==> config.mk <==
export PLATFORM = sky130hd
export DESIGN_NAME = call_ret_seq_flat
export DESIGN_NICKNAME = d
export VERILOG_FILES = /design/src/rtl/call_ret_seq_if.sv /design/src/rtl/call_ret_seq.sv /design/src/flat_wrapper.sv
export SDC_FILE = /design/constraint.sdc
export NUM_CORES = 1
export LEC_CHECK = 0
export CAP_MARGIN = 25
export CORE_MARGIN = 2
export CORE_UTILIZATION = 30
export CTS_BUF_LIST = sky130_fd_sc_hd__clkbuf_16
export DETAILED_ROUTE_END_ITERATION = 8
export MAX_ROUTING_LAYER = met4
export PLACE_DENSITY_LB_ADDON = 0.12
export SYNTH_ARGS = -nofsm -noshare
export SYNTH_HDL_FRONTEND = slang
export SYNTH_SLANG_ARGS = --single-unit
==> constraint.sdc <==
create_clock -name clk -period 2.9 [get_ports clk]
set_clock_uncertainty 0.15 [all_clocks]
set_input_delay 0.725 -clock clk [delete_from_list [all_inputs] [get_ports clk]]
set_output_delay 0.725 -clock clk [all_outputs]
set_load 0.02 [all_outputs]
==> src/rtl/call_ret_seq_if.sv <==
// Bundle between the call/return sequencer and its surroundings.
// The master side is the upstream op source plus the return-address stack;
// the slave side is the sequencer itself.
interface call_ret_seq_if #(
  parameter int PC_W = 12,
  parameter int SP_W = 2
);
  logic            stall;
  logic            op_step;
  logic            op_jmp;
  logic            op_call;
  logic            op_ret;
  logic [PC_W-1:0] target;
  logic [PC_W-1:0] stk0;
  logic [PC_W-1:0] pc;
  logic [PC_W-1:0] pcx;
  logic            push;
  logic            pop;
  logic [SP_W-1:0] sp;
  logic            busy;
  logic            ovf;
  logic            unf;

  modport master (
    output stall, op_step, op_jmp, op_call, op_ret, target, stk0,
    input  pc, pcx, push, pop, sp, busy, ovf, unf
  );

  modport slave (
    input  stall, op_step, op_jmp, op_call, op_ret, target, stk0,
    output pc, pcx, push, pop, sp, busy, ovf, unf
  );
endinterface

==> src/rtl/call_ret_seq.sv <==
// Program-counter sequencer in front of a return-address stack.
// Owns pc and the stack index; a call pushes pc+1 and jumps, a return pops,
// waits for the registered stack read and reloads pc from it (3 cycles).
// Optional macro CALL_RET_SP_CHECK_EN: a call with the stack full or a return
// with it empty raises sticky ovf/unf and parks the block in FAULT until rst.
// Without it the index wraps, overwriting the oldest entry or reading stale data.
module call_ret_seq #(
  parameter int              PC_W   = 12,
  parameter int              DEPTH  = 4,
  parameter int              SP_W   = 2,
  parameter logic [PC_W-1:0] RST_PC = '0
) (
  input logic           clk,
  input logic           rst,
  call_ret_seq_if.slave bus
);

  typedef enum logic [1:0] {RUN, RET_RD, RET_LD, FAULT} state_t;

  localparam logic [SP_W:0] DEPTH_C = (SP_W + 1)'(DEPTH);

  state_t          state, state_nxt;
  logic [PC_W-1:0] pc_q, pc_nxt;
  logic [SP_W-1:0] sp_q, sp_nxt;
  logic [SP_W:0]   count_q, count_nxt;
  logic            ovf_q, ovf_nxt;
  logic            unf_q, unf_nxt;
  logic            full, empty;
  logic            call_fault, ret_fault;

  assign full  = (count_q == DEPTH_C);
  assign empty = (count_q == '0);

`ifdef CALL_RET_SP_CHECK_EN
  // Stack bounds are enforced: an illegal call/return traps instead of wrapping.
  assign call_fault = full;
  assign ret_fault  = empty;
`else
  // Stack index wraps freely; FAULT is never entered.
  assign call_fault = 1'b0;
  assign ret_fault  = 1'b0;
`endif

  // State and datapath registers.
  // NOTE: sequential state uses non-blocking assignments so every flop samples
  // the pre-edge values of its peers.
  always_ff @(posedge clk or posedge rst) begin
    if (rst) begin
      state   <= RUN;
      pc_q    <= RST_PC;
      sp_q    <= '0;
      count_q <= '0;
      ovf_q   <= 1'b0;
      unf_q   <= 1'b0;
    end else begin
      state   <= state_nxt;
      pc_q    <= pc_nxt;
      sp_q    <= sp_nxt;
      count_q <= count_nxt;
      ovf_q   <= ovf_nxt;
      unf_q   <= unf_nxt;
    end
  end

  // Next-state decode: op priority call > ret > jmp > step while running.
  // NOTE: every target gets a hold default first so no path leaves one
  // unassigned, which would infer a latch.
  always_comb begin
    state_nxt = state;
    pc_nxt    = pc_q;
    sp_nxt    = sp_q;
    count_nxt = count_q;
    ovf_nxt   = ovf_q;
    unf_nxt   = unf_q;
    case (state)
      RUN: begin
        if (!bus.stall) begin
          if (bus.op_call) begin
            if (call_fault) begin
              ovf_nxt   = 1'b1;
              state_nxt = FAULT;
            end else begin
              pc_nxt = bus.target;
              sp_nxt = sp_q + 1'b1;
              if (!full) count_nxt = count_q + 1'b1;
            end
          end else if (bus.op_ret) begin
            if (ret_fault) begin
              unf_nxt   = 1'b1;
              state_nxt = FAULT;
            end else begin
              sp_nxt    = sp_q - 1'b1;
              if (!empty) count_nxt = count_q - 1'b1;
              state_nxt = RET_RD;
            end
          end else if (bus.op_jmp) begin
            pc_nxt = bus.target;
          end else if (bus.op_step) begin
            pc_nxt = pc_q + 1'b1;
          end
        end
      end
      // sp now addresses the popped slot; the stack registers it this cycle.
      RET_RD:  state_nxt = RET_LD;
      RET_LD: begin
        pc_nxt    = bus.stk0;
        state_nxt = RUN;
      end
      FAULT:   state_nxt = FAULT;
      default: state_nxt = RUN;
    endcase
  end

  // Outputs: push/pop/pcx are combinational, the rest come from registers.
  always_comb begin
    bus.push = (state == RUN) && !bus.stall && bus.op_call && !call_fault;
    bus.pop  = (state == RUN) && !bus.stall && !bus.op_call && bus.op_ret && !ret_fault;
    bus.pcx  = pc_q + 1'b1;
    bus.busy = (state != RUN);
    bus.pc   = pc_q;
    bus.sp   = sp_q;
    bus.ovf  = ovf_q;
    bus.unf  = unf_q;
  end

endmodule

==> src/flat_wrapper.sv <==
// flat-port wrapper written by rule: the top's interface ports become plain ports
module call_ret_seq_flat 
#(
  parameter int              PC_W   = 12,
  parameter int              DEPTH  = 4,
  parameter int              SP_W   = 2,
  parameter logic [PC_W-1:0] RST_PC = '0
)
  (clk, rst, bus_stall, bus_op_step, bus_op_jmp, bus_op_call, bus_op_ret, bus_target, bus_stk0, bus_pc, bus_pcx, bus_push, bus_pop, bus_sp, bus_busy, bus_ovf, bus_unf);
  call_ret_seq_if #(.PC_W(PC_W), .SP_W(SP_W)) bus_i ();
  input logic clk;
  input logic rst;
  input wire logic [$bits(bus_i.stall)-1:0] bus_stall;
  input wire logic [$bits(bus_i.op_step)-1:0] bus_op_step;
  input wire logic [$bits(bus_i.op_jmp)-1:0] bus_op_jmp;
  input wire logic [$bits(bus_i.op_call)-1:0] bus_op_call;
  input wire logic [$bits(bus_i.op_ret)-1:0] bus_op_ret;
  input wire logic [$bits(bus_i.target)-1:0] bus_target;
  input wire logic [$bits(bus_i.stk0)-1:0] bus_stk0;
  output wire logic [$bits(bus_i.pc)-1:0] bus_pc;
  output wire logic [$bits(bus_i.pcx)-1:0] bus_pcx;
  output wire logic [$bits(bus_i.push)-1:0] bus_push;
  output wire logic [$bits(bus_i.pop)-1:0] bus_pop;
  output wire logic [$bits(bus_i.sp)-1:0] bus_sp;
  output wire logic [$bits(bus_i.busy)-1:0] bus_busy;
  output wire logic [$bits(bus_i.ovf)-1:0] bus_ovf;
  output wire logic [$bits(bus_i.unf)-1:0] bus_unf;
  assign bus_i.stall = bus_stall;
  assign bus_i.op_step = bus_op_step;
  assign bus_i.op_jmp = bus_op_jmp;
  assign bus_i.op_call = bus_op_call;
  assign bus_i.op_ret = bus_op_ret;
  assign bus_i.target = bus_target;
  assign bus_i.stk0 = bus_stk0;
  assign bus_pc = bus_i.pc;
  assign bus_pcx = bus_i.pcx;
  assign bus_push = bus_i.push;
  assign bus_pop = bus_i.pop;
  assign bus_sp = bus_i.sp;
  assign bus_busy = bus_i.busy;
  assign bus_ovf = bus_i.ovf;
  assign bus_unf = bus_i.unf;
  call_ret_seq #(.PC_W(PC_W), .DEPTH(DEPTH), .SP_W(SP_W), .RST_PC(RST_PC)) u_core (.clk(clk), .rst(rst), .bus(bus_i));
endmodule
==> results of run 1 <==
routing by layer:
layer	track usage (%)	vias to the layer above	wire, um
met4	4.58	0	41
met2	29.8	49	1970
met3	2.92	5	210
li1	-	692	-
met1	21.2	682	1810
met5	-	-	0
worst max path at each step:
stage                            startpoint    endpoint  depth (start not counted)
2_1_floorplan  u_core.bus.pc[0]$_DFFE_PP0P_  bus_pcx[8]                          4
3_3_place_gp                    bus_op_call     bus_pop                          4
3_5_place_dp                    bus_op_call     bus_pop                          4
4_1_cts        u_core.bus.pc[3]$_DFFE_PP0P_  bus_pcx[9]                          4
5_1_grt        u_core.bus.pc[1]$_DFFE_PP0P_  bus_pcx[4]                          5
6_report       u_core.bus.pc[1]$_DFFE_PP0P_  bus_pcx[4]                          5
layout make-up:
cell class / count / area [sq um] / share of cell area [%]
clock buffer: 3 / 75.1 / 3.56
multi-input combinational: 120 / 820 / 38.9
inverter: 8 / 30.0 / 1.42
clock inverter: 1 / 3.75 / 0.178
sequential: 16 / 402 / 19.1
tap: 50 / 62.6 / 2.97
timing repair buffer: 75 / 716 / 33.9
layout by cell type, fill, tap and decap left out, types with 5 or more instances in the layout:
master	Yosys	final
nand2_1	18	18
xnor2_1	5	5
nor2_1	11	11
nor3_1	7	6
inv_1	7	7
o21ai_0	9	9
clkdlybuf4s50_1	0	51
dfrtp_1	16	15
buf_4	2	16
nand3_1	6	5
ha_1	6	6
registers in the layout, summed over array words and instances (netlist names):
name           cells
u_core.bus.sp      2
u_core.bus.pc     12
u_core.state       2
stage by stage:
step           cells  utilization (%)  cell area, sq um  worst slack, ns
2_1_floorplan    155                -              1280            0.472
3_3_place_gp     269             49.1              1990          -0.0222
3_5_place_dp     269             49.1              1990          -0.0661
4_1_cts          273             51.6              2090          0.00757
5_1_grt          273             52.0              2110          0.00990
6_report         273             52.0              2110            0.101
worst register-to-register path, cell delays in order (launching register included):
cell and delay [ns]:
dfrtp_1 0.41, inv_1 0.12, ha_1 0.50, inv_2 0.07, nor2_1 0.13, or2_1 0.42
mux2_1 0.38
synth_stat cells (3+ instances only):
| master | count | area (sq um) |
|---|---|---|
| o22ai_1 | 3 | 18.8 |
| xnor2_1 | 5 | 43.8 |
| mux2i_1 | 3 | 30.0 |
| o31ai_1 | 3 | 22.5 |
| xor2_1 | 4 | 35.0 |
| nor2_1 | 11 | 41.3 |
| a31oi_1 | 4 | 25.0 |
| nor3_1 | 7 | 35.0 |
| o21ai_0 | 9 | 45.0 |
| nand3_1 | 6 | 30.0 |
| a22o_1 | 4 | 35.0 |
| o21a_1 | 3 | 22.5 |
| or3_1 | 4 | 25.0 |
| inv_1 | 7 | 26.3 |
| clkbuf_1 | 7 | 26.3 |
| dfrtp_1 | 16 | 400 |
| nand2_1 | 18 | 67.6 |
| ha_1 | 6 | 75.1 |
kinds of logic after synthesis:
logic type	count (synthesis)	synth area share [%]
xor gates and xnor gates	9	6.19
other	1	0.294
muxes	5	4.13
and+or+nand+nor	58	22.3
adders and majority gates	6	5.89
buffers and inverters	19	6.88
AOI/OAI and AO/OA	40	22.9
DFF	16	31.4
where the power goes:
| part | leakage (uW) | internal (uW) | switching (uW) |
|---|---|---|---|
| logic | 0.000749 | 50.8 | 28.9 |
| registers | 0.000206 | 224 | 0 |
| clock network | 0.0000385 | 183 | 93.1 |
timing repair:
item                                    in CTS  in global routing
setup buffers                                0                  0
resized for setup                            9                  5
hold buffers                                 0                  0
endpoints found under the setup margin       8                  4
pin swaps                                    0                  0
==> out/results.txt, run 1 <==
Post-synth EDFFs: 0
Worst slew pin tran: 0.648 ns
Vias per cell: 5.23
YS warnings: 0
Worst Path Buf+Inv: 2
Max frequency: 357 MHz
DRC Markers: 0
Total gr overflow: 0
Max transition margin: 56.7%
Global-route wire length before repair: 6560 um
Number of cells on the worst hold path: 1
Slew Viols, Final: 0
TritonCTS clock tree: done
Critical path launch point type: flop
Post-DRT Antenna Nets: 0
Largest net degree at the start of global routing: 17
CTS H-tree depth: 1
R2R Setup Slk: 0.60 ns
Clock root buffer: clkbuf_16
Main synth FF type: dfrtp_1
Final nets: 261
Worst EP required: 2.03 ns
Clock Path Buffers: 2
# IOs: 62
Final Hold Viols: 0
# clock sinks: 16
Hold_ws: 0.330 ns
Crit Path Max Fanout: 6
Starting Density: 31.4%
Crit-path slowest cell: clkdlybuf4s50_1
IR drop worst, VDD: 0.147 mV
CTS clock-pin slew for the worst setup and hold paths: 0.05 ns
Layout cell share with drive strength beyond 1: 11.7%
Critical R2R Launch: u_core.state[0]$_DFFE_PP0P_
Setup crit end kind: output port
Die height: 69.2 um
Syn Area/Cell: 8.27 sq um
Overall power: 580 uW
Clk Latency, worst-skew pair: 0.25 ns
Gr usage total: 17.4%
Die area: 4780 sq um
Post-synth ARST share: 100%
RSZ-0062 raised after global routing: no
Outcome: completed
CP Class: reg2out
Vias in the first global route: 1397
CTS Buf Count: 3
Tcrit/Tclk final: 96.5%
Cells after Synth: 154
Power Density: 275 nW/um^2
DR WL/cell: 14.8 um
Sequential share of the synthesized area: 31.4%
Detailed placement HPWL: 3040 um
Critical-path cell list: ha_1, buf_4, nand3_1, xnor2_1, clkdlybuf4s50_1
Crit path DAT: 1.92 ns
Vias: 1428
Gp weighted congestion: 0.790
Seq cells post-synth: 16
Area grow syn2layout: 65.5%
Peak per-stage delay on the critical path: 0.64 ns
Fill cells: 391
DRT iter0 DRCs: 107
HP Class: reg2reg
Synth cell types: 44
MaxCap Viol Count: 0
PortBufs: 59
Min Tclk post-route: 2.80 ns
Delay-heaviest family, CP: buffers and inverters
Pre-antenna DRT Iters: 4
Ant diodes: 0
Std-Cell Rows: 23
Width of the die: 69.2 um
Drt total wl: 4040 um
Cell count of the worst reg-to-reg path: 6
Setup TNS: 0 ns
Synth Cell Area: 1270 sq um
R2R Path End: u_core.bus.pc[2]$_DFFE_PP0P_
Initial antenna violation count: 0
# setup viols final: 0
Core area: 4060 sq um
Hold path endpoint: u_core.bus.sp[1]$_DFFE_PP0P_
Pleak: 0.000994 uW
Min-delay src: u_core.bus.sp[1]$_DFFE_PP0P_
(Power assumes the default switching activity.)
==> run 2, diff against run 1 <==
Settings changed: DONT_BUFFER_PORTS set to 1.
==> out/results.txt, run 2 (synthesis gave the netlist of run 1 again) <==
CTS Buf Count: 3
CTS clock-pin slew for the worst setup and hold paths: 0.05 ns
Slew Viols, Final: 0
DRT iter0 DRCs: 71
Vias in the first global route: 1200
Power Density: 358 nW/um^2
Global-route wire length before repair: 6000 um
Post-route cell area: 1470 sq um
Area grow syn2layout: 15.1%
Worst EP required: 2.03 ns
Crit. Startpoint: u_core.bus.pc[1]$_DFFE_PP0P_
Pint: 418 uW
Critical path launch point type: flop
TritonCTS clock tree: done
Die height: 69.2 um
# clock sinks: 16
# setup viols final: 0
Flop pwr share: 42.7%
CTS H-tree depth: 1
Max frequency: 364 MHz
Max transition margin: 56.1%
Setup TNS: 0 ns
Dpl cells: 207
Gp weighted congestion: 0.761
Ant diodes: 0
Tcrit/Tclk final: 94.7%
Clock Path Buffers: 2
Std-Cell Rows: 23
Drt total wl: 3680 um
Pleak: 0.000669 uW
IR drop worst, VDD: 0.226 mV
DRC Markers: 0
Min Tclk post-route: 2.75 ns
Pre-antenna DRT Iters: 4
Critical R2R Launch: u_core.state[0]$_DFFE_PP0P_
Post-DRT Antenna Nets: 0
CP Class: reg2out
# IOs: 62
Clk Latency, worst-skew pair: 0.25 ns
Total gr overflow: 0
DR WL/cell: 17.5 um
Commonest non-fill, non-tap cell in the layout: nand2_1
Gr usage total: 16.2%
Hold bufs inserted after CTS: 0
HP Class: in2async
Core area: 4060 sq um
Crit Path Max Fanout: 6
Vias: 1190
Crit path DAT: 1.87 ns
Commonest cells after routing, fill and taps aside: nand2_1 (18), dfrtp_1 (16), buf_4 (13)
PortBufs: 0
Final nets: 199
Sw Ratio: 20.2%
Max reg flops: 12
RSZ-0062 raised after global routing: no
Clock network power share: 51.0%
Clock root buffer: clkbuf_16
Worst slew pin tran: 0.658 ns
Layout cell share with drive strength beyond 1: 13.1%
Width of the die: 69.2 um
Final Hold Viols: 0
Die area: 4780 sq um
Largest net degree at the start of global routing: 17
Starting Density: 31.4%
Outcome: completed
Sw Pwr: 106 uW
Overall power: 524 uW
Setup crit end kind: output port
Initial antenna violation count: 0
MaxCap Viol Count: 0
Placed instance area: 1380 sq um
R2R Setup Slk: 0.62 ns
Comb pwr share: 6.3%
Finished Layout Cells: 210
Detailed placement HPWL: 2830 um
Vias per cell: 5.67
==> run 2: cell types whose count changed in the layout (fill, tap and decap cells not counted) <==
cell             change
clkinv_1             -1
clkdlybuf4s50_1     -51
nor3_4               -1
dlygate4sd2_1        -4
buf_4                -3
dfrtp_1              +1
dfrtp_2              -1
nand3_4              -1
nor3_2               +1
dlymetal6s2s_1       -4
nand3_1              +1
==> run 2: power by group through the flow <==
stage | logic (uW) | clock network (uW) | registers (uW)
global placement | 33.6 | 0 | 227
CTS | 34.1 | 277 | 223
floorplan | 29.7 | 0 | 227
finish | 33.2 | 267 | 224
global route | 38.1 | 289 | 223
detailed placement | 34.0 | 0 | 227
==> run 2: layout make-up <==
| class | instances | area (sq um) |
|---|---|---|
| fill | 428 | 2590 |
| multi-input combinational | 120 | 801 |
| sequential | 16 | 400 |
| inverter | 8 | 30.0 |
| clock buffer | 3 | 75.1 |
| tap | 50 | 62.6 |
| timing repair buffer | 13 | 97.6 |
==> run 2: path summary, 6_finish.rpt <==
path,endpoint,cells past startpoint
worst max-delay path,bus_pcx[10],4
worst min-delay path,u_core.state[1]$_DFFE_PP0P_,1
worst max register to register,u_core.bus.pc[2]$_DFFE_PP0P_,6
worst min register to register,u_core.state[0]$_DFFE_PP0P_,2
max in group asynchronous,u_core.bus.pc[5]$_DFFE_PP0P_,1
min in group clk,u_core.state[0]$_DFFE_PP0P_,2
==> run 2: layer usage <==
layer | routed length, um | global-route usage [%] | vias up | part of all wire (%)
met5 | 0 | - | - | 0
met4 | 21 | 4.36 | 0 | 0.57
met3 | 284 | 5.26 | 2 | 7.7
met2 | 1730 | 26.8 | 46 | 47
met1 | 1640 | 18.9 | 569 | 45
li1 | - | - | 573 | -
==> run 2: repair_timing <==
item,in CTS,in global routing
setup endpoints to repair,0,2
resized for setup,0,2
buffers inserted,0,0
hold endpoints to repair,0,0
==> run 2: critical path: stages (launching register included) <==
cell and delay, ns:
dfrtp_1 0.53, ha_1 0.29, nand2_1 0.14, or4_1 0.45, nand2_1 0.21
==> run 2: per-stage QoR <==
| stage | setup WS, ns | hold WS, ns | utilization [%] |
|---|---|---|---|
| global placement | 0.396 | 0.421 | 34.0 |
| finish | 0.153 | 0.310 | 36.1 |
| detailed placement | 0.362 | 0.454 | 34.0 |
| floorplan | 0.472 | 0.401 | - |
| global route | 0.0290 | 0.378 | 36.1 |
| CTS | 0.0985 | 0.353 | 35.9 |
==> run 3, diff against run 2 <==
Settings changed: MAX_ROUTING_LAYER met4 to unset, SLEW_MARGIN set to 20.
==> out/results.txt, run 3 (synthesis gave the netlist of run 1 again) <==
Outcome: completed
Area grow syn2layout: 15.1%
Tcrit/Tclk final: 95.2%
DRT iter0 DRCs: 73
Vias in the first global route: 1200
Clk Latency, worst-skew pair: 0.25 ns
Starting Density: 31.4%
IR drop worst, VDD: 0.229 mV
Commonest cells after routing, fill and taps aside: nand2_1 (18), dfrtp_1 (16), buf_4 (13)
Crit path DAT: 1.89 ns
Die area: 4780 sq um
Max reg flops: 12
Layout cell share with drive strength beyond 1: 13.1%
HP Class: in2async
RSZ-0062 raised after global routing: no
Clock Path Buffers: 2
# clock sinks: 16
Worst slew pin tran: 0.667 ns
R2R Setup Slk: 0.64 ns
Post-CTS Repair Setup Buffers: 0
Critical R2R Launch: u_core.state[0]$_DFFE_PP0P_
CTS clock-pin slew for the worst setup and hold paths: 0.05 ns
Hold bufs inserted after CTS: 0
Initial antenna violation count: 0
Pre-antenna DRT Iters: 4
Final nets: 199
Setup crit end kind: output port
TritonCTS clock tree: done
Critical path launch point type: flop
Gr usage total: 15.8%
Final Hold Viols: 0
PortBufs: 0
# setup viols final: 0
Global-route wire length before repair: 6010 um
Ant diodes: 0
Drt total wl: 3720 um
Power Density: 360 nW/um^2
DR WL/cell: 17.7 um
Max transition margin: 55.5%
Total gr overflow: 0
Dpl cells: 207
Finished Layout Cells: 210
Slew Viols, Final: 0
Fill cells: 428
Post-DRT Antenna Nets: 0
Detailed placement HPWL: 2830 um
Max frequency: 362 MHz
Crit Path Max Fanout: 6
Vias: 1194
CTS H-tree depth: 1
Pleak: 0.000669 uW
Core area: 4060 sq um
Width of the die: 69.2 um
MaxCap Viol Count: 0
Std-Cell Rows: 23
Min Tclk post-route: 2.76 ns
CP Class: reg2out
CTS Buf Count: 3
R2R Path End: u_core.bus.pc[2]$_DFFE_PP0P_
Largest net degree at the start of global routing: 17
Cell count of the worst reg-to-reg path: 6
# IOs: 62
Clock root buffer: clkbuf_16
Commonest non-fill, non-tap cell in the layout: nand2_1
DRC Markers: 0
Gp weighted congestion: 0.752
Setup TNS: 0 ns
Worst EP required: 2.03 ns
Vias per cell: 5.69
Die height: 69.2 um
[run 3: cell counts in the layout (fill, tap and decap cells not counted)]
No cell type changed its count.
[run 3: cell type report]
type                            instances  area [sq um]  share of cell area [%]
Clock buffer                            3          75.1                    5.12
Multi-Input combinational cell        120           801                    54.6
Timing Repair Buffer                   13          97.6                    6.66
Sequential cell                        16           400                    27.3
Inverter                                8          30.0                    2.05
Tap cell                               50          62.6                    4.27
[run 3: timing repair]
action / CTS / global route
hold endpoints to repair: 0 / 0
endpoints found under the setup margin: 0 / 2
gates resized for setup: 0 / 2
[run 3: through the flow]
step / hold slack (ns) / utilization [%] / setup slack, ns / cell area, sq um / power (uW)
finish: 0.312 / 36.1 / 0.140 / 1470 / 528
global route: 0.378 / 36.1 / 0.0290 / 1470 / 551
CTS: 0.353 / 35.9 / 0.0985 / 1460 / 535
detailed placement: 0.454 / 34.0 / 0.362 / 1380 / 261
global placement: 0.421 / 34.0 / 0.396 / 1380 / 261
floorplan: 0.401 / - / 0.472 / 1280 / 257
[run 3: power by group]
| group | switching (uW) | leakage [uW] | internal (uW) |
|---|---|---|---|
| clock | 89.7 | 0.0000370 | 181 |
| combinational | 19.6 | 0.000424 | 13.5 |
| sequential | 0 | 0.000208 | 224 |
| total | 109 | 0.000669 | 418 |
[run 3: worst max-delay path, stage by stage, from the launching register on]
cell     delay (ns)
dfrtp_1        0.54
ha_1           0.30
nand2_1        0.15
or4_1          0.44
nand2_1        0.21
[run 3: per-layer routing]
metal | vias to the layer above | track usage, % | share of wire (%)
li1 | 579 | - | -
met1 | 564 | 18.8 | 45
met2 | 49 | 26.8 | 47
met3 | 2 | 5.41 | 7.8
met4 | 0 | 4.36 | 0.57
met5 | - | 0 | 0
[run 3: how the worst max path moves through the flow]
| stage | to | cells past startpoint | slack [ns] | from |
|---|---|---|---|---|
| 2_1_floorplan | bus_pcx[8] | 4 | 0.47 | u_core.bus.pc[0]$_DFFE_PP0P_ |
| 3_3_place_gp | bus_pcx[11] | 3 | 0.40 | u_core.bus.pc[4]$_DFFE_PP0P_ |
| 3_5_place_dp | bus_pcx[11] | 3 | 0.36 | u_core.bus.pc[4]$_DFFE_PP0P_ |
| 4_1_cts | bus_pcx[11] | 3 | 0.1 | u_core.bus.pc[4]$_DFFE_PP0P_ |
| 5_1_grt | bus_pcx[7] | 4 | 0.03 | u_core.bus.pc[4]$_DFFE_PP0P_ |
| 6_report | bus_pcx[10] | 4 | 0.14 | u_core.bus.pc[1]$_DFFE_PP0P_ |
